`config.mk`:
```
export PLATFORM = sky130hd
export DESIGN_NAME = serial_sub_ctrl
export DESIGN_NICKNAME = d
export VERILOG_FILES = /design/src/rtl/serial_sub_ctrl.sv
export SDC_FILE = /design/constraint.sdc
export NUM_CORES = 1
export LEC_CHECK = 0
export CAP_MARGIN = 0
export CELL_PAD_IN_SITES_DETAIL_PLACEMENT = 1
export CELL_PAD_IN_SITES_GLOBAL_PLACEMENT = 2
export CORE_AREA = 2 2 75 77
export DETAILED_ROUTE_END_ITERATION = 6
export DIE_AREA = 0 0 77 79
export GPL_TIMING_DRIVEN = 0
export PLACE_DENSITY_LB_ADDON = 0.15
export SKIP_LAST_GASP = 1
export SYNTH_ARGS = -nofsm -noshare
export SYNTH_HDL_FRONTEND = slang
export SYNTH_SLANG_ARGS = --single-unit
export TNS_END_PERCENT = 5
```
`constraint.sdc`:
```
create_clock -name clk -period 4.2 [get_ports clk]
set_clock_uncertainty 0.2 [all_clocks]
set_input_delay 0.42 -clock clk [delete_from_list [all_inputs] [get_ports clk]]
set_output_delay 0.42 -clock clk [all_outputs]
set_load 0.02 [all_outputs]
```
`src/rtl/serial_sub_ctrl.sv`:
```
// serial_sub_ctrl: bit-serial a-b using one full-subtractor cell time-shared LSB first over WIDTH cycles
module serial_sub_ctrl #(
    parameter int WIDTH = 8
) (
    input  logic             clk,
    input  logic             rst,
    input  logic             start,
    input  logic [WIDTH-1:0] a,
    input  logic [WIDTH-1:0] b,
    output logic             busy,
    output logic             done,
    output logic [WIDTH-1:0] diff,
    output logic             borrow_out
);
    localparam int CW = WIDTH > 1 ? $clog2(WIDTH) : 1;
    typedef enum logic [1:0] {IDLE, RUN, DONE} state_t;
    state_t r_state, w_next;
    logic [WIDTH-1:0] r_a, r_b, r_res, w_res;
    logic [CW-1:0] r_cnt;
    logic r_bor, w_d1, w_b1, w_d, w_b2, w_bout, w_last;
    assign w_d1   = r_a[0] ^ r_b[0];
    assign w_b1   = ~r_a[0] & r_b[0];
    assign w_d    = w_d1 ^ r_bor;
    assign w_b2   = ~w_d1 & r_bor;
    assign w_bout = w_b1 | w_b2;
    assign w_last = r_cnt == CW'(WIDTH - 1);
    assign w_res  = WIDTH'({w_d, r_res} >> 1);
    assign busy   = r_state != IDLE;
    assign done   = r_state == DONE;
    always_ff @(posedge clk) begin
        if (rst) r_state <= IDLE;
        else     r_state <= w_next;
    end
    always_comb begin
        w_next = r_state;
        w_next = (r_state == IDLE) ? (start ? RUN : IDLE) :
                 (r_state == RUN)  ? (w_last ? DONE : RUN) : IDLE;
    end
    always_ff @(posedge clk) begin
        if (rst) begin
            r_a        <= '0;
            r_b        <= '0;
            r_res      <= '0;
            r_cnt      <= '0;
            r_bor      <= 1'b0;
            diff       <= '0;
            borrow_out <= 1'b0;
        end else if (r_state == IDLE && start) begin
            r_a   <= a;
            r_b   <= b;
            r_res <= '0;
            r_cnt <= '0;
            r_bor <= 1'b0;
        end else if (r_state == RUN) begin
            r_a   <= r_a >> 1;
            r_b   <= r_b >> 1;
            r_res <= w_res;
            r_bor <= w_bout;
            r_cnt <= w_last ? r_cnt : r_cnt + 1'b1;
            if (w_last) begin
                diff       <= w_res;
                borrow_out <= w_bout;
            end
        end
    end
endmodule

```
Yosys cells after proc, flatten, opt, wreduce, memory -nomap -nowiden. Cells that the tools add are included.

Output and inout bits: 11. Logic and storage cells: 36. Input port bits: 19. Register bits after elaboration: 39.

Bitwise gates (word level): 9. Reductions and logical operators: 7. Add/sub/neg operators: 1. Muxes and demuxes: 8. Equality and inequality tests: 3.

Operator list (count): $mux W8 (4); $mux W2 (3); $not A1 Y1 (4); $reduce_bool A2 Y1 (2); $add A3 B1 Y3 const B (1); $eq A3 B3 Y1 const B (1); $reduce_and A3 Y1 (1); $and A1 B1 Y1 (2); $eq A2 B1 Y1 const B (1); $eq A2 B2 Y1 const B (1); $logic_not A2 Y1 (1); $reduce_and A2 Y1 (1); $reduce_or A2 Y1 (1); $xor A1 B1 Y1 (2); $logic_and A1 B1 Y1 (1); $mux W1 (1); $or A1 B1 Y1 (1).

Longest topological paths before layout.
Depth after elaboration: 4. Gate-level depth with buffers: 5. Depth with buffers taken out: 5.

Worst setup path after synthesis. No wires, ideal clock.

Path type: reg-to-reg. From: register r_cnt[0]. To: register r_cnt[2]. Setup time: 70 ps. Cell stages (with the launch flop): 6. Path slack: 2688 ps. Data arrival time: 1242 ps. Cells stage by stage: dfxtp_1 > ha_1 > ha_1 > clkbuf_1 > o21ai_0 > a21oi_1.

Cells in the longest elaborated chain, start to end: 3. Elaborated cells between the ends (all ways): 4.

RTL lines: from (decl) (line 19) `logic [CW-1:0] r_cnt;`; from (signal assigned) (line 59) `r_cnt <= w_last ? r_cnt : r_cnt + 1'b1;`; $eq A3 B3 Y1 (line 26) `assign w_last = r_cnt == CW'(WIDTH - 1);`; named net w_last (line 20) `logic r_bor, w_d1, w_b1, w_d, w_b2, w_bout, w_last;`; $not A1 Y1 (no line); $reduce_and A2 Y1 (no line).

The timed path passes the listed nets, and every way through them passes these cells. A chain may end at the register's enable or synchronous reset.

Final worst setup path.
From: register r_state[0]. To: output busy.

Cells in the longest elaborated chain, start to end: 1.

RTL lines: from (decl) (line 17) `state_t r_state, w_next;`; from (signal assigned) (line 32) `else r_state <= w_next;`; $reduce_bool A2 Y1 (line 28) `assign busy = r_state != IDLE;`; to (decl) (line 10) `output logic busy,`.

No other way between the ends.

==> flow_summary.yaml <==
routing:
  routedWlPerCell_um: 14.0
  dr.pass1.iters: 4
  drt_iter0_markers: 42
  num_vias: 1455
  viasPerCell: 4.85
  drc: 0
  drt_wl_total_mm: 4.19
  ant_nets: 0
floorplanning:
  coreArea_um2: 5340
  ios: 30
  die-area_um2: 6080
  die_h_um: 79
  start_util: 0.307
  die_x_um: 77
  row_count: 27
place:
  place_inst: 292
  io_buffers: 28
  place_congestion: 0.750
  pre_cts_ws_ns: 2.02
  hpwl_mm: 3.09
min_path:
  hold_path.startpoint: "diff[4]"
  hold_depth: 2
  holdPathEnd: "diff[4]"
  hp-class: "reg2reg"
final_layout:
  regArea_um2: 761
  synthToLayoutAreaGrowth_pct: 29.3
  drive_gt1_frac: 0.127
  fin_nets: 249
  mostFrequentLayoutCell: "nand2_1"
  fin_cells: 300
  layout_common_cells: "nand2_1 (39), dfxtp_1 (38), a21oi_1 (33)"
  antennaDiodeCount: 0
  fillers: 667
  multi_input_area_um2: 766
timing:
  rsz0062_at_grt: "false"
  setup_viol: 0
  worst_slew_pin_slew_ns: 0.555
  max_slew_margin: 0.630
  maxSlewViolCount: 0
  max_clock_freq_mhz: 438
  fin_hold_ws_ns: 0.258
  fin_tns_setup_ns: 0
  finalCriticalPeriod_ns: 2.28
  finalCritPeriodShare: 0.544
  hold_viol_final: 0
  setup_slack_ns: 1.92
synth:
  synth.distinct_cells: 29
  post-synth-top-area-fraction: 0.465
  synth.avg_cell_area_um2: 8.52
  synth_warnings: 0
  yosys_register_bits: 38
  synth.area.mux_share: 0
  synth_cells: 192
  synth_area_um2: 1640
  synth_top_family_by_area: "simple AND/OR/NAND/NOR gates"
  ys_seq_area_frac: 0.465
  synth_fa_ha_area_frac: 0.0275
  syn-num-nets: 214
  synth.area.top_cells: "dfxtp_1 (46%), a21oi_1 (10%), nand2_1 (8.9%), nor2_1 (4.4%), a211oi_1 (4.1%)"
  synth_compound_area_frac: 0.192
  synth_top_area_cell: "dfxtp_1"
  synth_xor_xnor_area_share: 0.00535
  yosys.area_share.simple: 0.243
worst_setup_path:
  cp_max_fo: 10
  crit_buf_inv: 2
  startpoint: "r_state[0]"
  arrival_ns: 1.66
  critPathKind: "reg2out"
  max_stage_delay_ns: 0.59
  r2r-end: "r_cnt[2]"
  path_cells: "buf_2, or2_2, clkdlybuf4s50_1"
  rrSetupSlack_ns: 2.36
  critPathSlowestCell: "clkdlybuf4s50_1"
  crit_path_end_kind: "primary output"
  r2r_cells: 5
  startpoint_type: "flip-flop"
  critPathTopFamily: "buffers and inverters"
  r2r_start: "r_cnt[0]"
  cp_data_required_time_ns: 3.58
grt:
  grt_first_pass_wirelength_mm: 7.28
  antenna_found_initial: 0
  grt_usage: 0.152
  grt_pass1_vias: 1518
  grt-ovfl-total: 0
  grt_max_degree: 13
power_and_ir_drop:
  power.share.sequential: 0.482
  combPwrFrac: 0.133
  p_int_uw: 602
  swShare: 0.249
  p_per_area_nw_per_um2: 379
  netSwitchingPower_uw: 200
  p_leak_uw: 0.000738
  ir_worst_vdd_mv: 0.169
  p_clk_frac: 0.385
clocking:
  cts-hold-fix-buffers: 0
  ctsResizeCount: 0
  cts-root-buf: "clkbuf_8"
  cts_tree: "built"
  clk_pin_slew_ns: 0.08
  cts_sinks: 38
  cts_buffer_depth: 2
  htreeDepth: 2
  insertion_delay_ns: 0.29
  cts_setup_buffers: 0
  cts-buffers-inserted: 5
status:
  status: "finished clean"
job:
  cap_violations: 0
worst reg2reg max path: stages (launching register included):
cell      delay, ns
dfxtp_1        0.37
ha_1           0.17
ha_1           0.30
clkbuf_1       0.39
o21ai_0        0.18
a21oi_1        0.16
routing by layer:
metal / global-route usage / share of wire
met4: 0.0536 / 0.013
met1: 0.167 / 0.43
met2: 0.289 / 0.52
met5: 0 / 0
met3: 0.0307 / 0.033
sequential cells by signal (all words and copies together), names as in the netlist:
name,count
borrow_out,1
diff,8
r_a,8
r_b,8
r_bor,1
r_cnt,3
r_res,7
r_state,2
cells in the mapped netlist:
master,number
nand2_1,39
dfxtp_1,38
a21oi_1,33
nor2_1,19
nand3_1,10
a211oi_1,9
buf_2,4
buf_6,4
a211oi_2,3
buf_4,3
clkbuf_1,3
nand2b_1,3
or3b_1,3
ha_1,2
inv_1,2
nor3_1,2
nor3b_4,2
o21ai_0,2
a311oi_1,1
a311oi_2,1
buf_1,1
fa_1,1
nand2b_2,1
nand3b_1,1
nor2b_1,1
nor2b_2,1
o21ba_2,1
or2_2,1
xnor2_1,1
area by class of cell:
cell class,instances,area share
multi-input cells,137,0.362
flip-flops and latches,38,0.360
repair buffers,28,0.132
plain buffers,15,0.0485
well taps,72,0.0426
clock buffers,5,0.0325
clock inverters,3,0.0189
inverters,2,0.00355
cell families after synthesis:
kind of cell	count (synthesis)
xor+xnor	1
buf+inv	17
fa+ha+maj	3
simple gates	83
flops	38
compound gates	50
per-stage QoR:
stage	power, µW	instance area [µm²]	util
2_1_floorplan	462	1640	-
3_3_place_gp	499	2010	0.376
3_5_place_dp	504	2010	0.376
4_1_cts	813	2120	0.396
5_1_grt	843	2120	0.396
6_report	802	2120	0.396
power by group through the flow:
| stage | clock, µW | sequential [µW] | combinational [µW] |
|---|---|---|---|
| after floorplan | 0 | 392 | 70.6 |
| after CTS | 317 | 387 | 109 |
| after detailed placement | 0 | 395 | 108 |
| after global routing | 334 | 389 | 119 |
| final | 309 | 387 | 107 |
| after global placement | 0 | 394 | 105 |
worst max-delay path by stage:
stage                     to  cells after the start
floorplan           r_cnt[2]                      5
global placement      r_b[6]                      6
detailed placement    r_a[5]                      6
CTS                     busy                      3
global route            busy                      3
finish                  busy                      3
No activity file was read; power rests on OpenSTA's default activity.
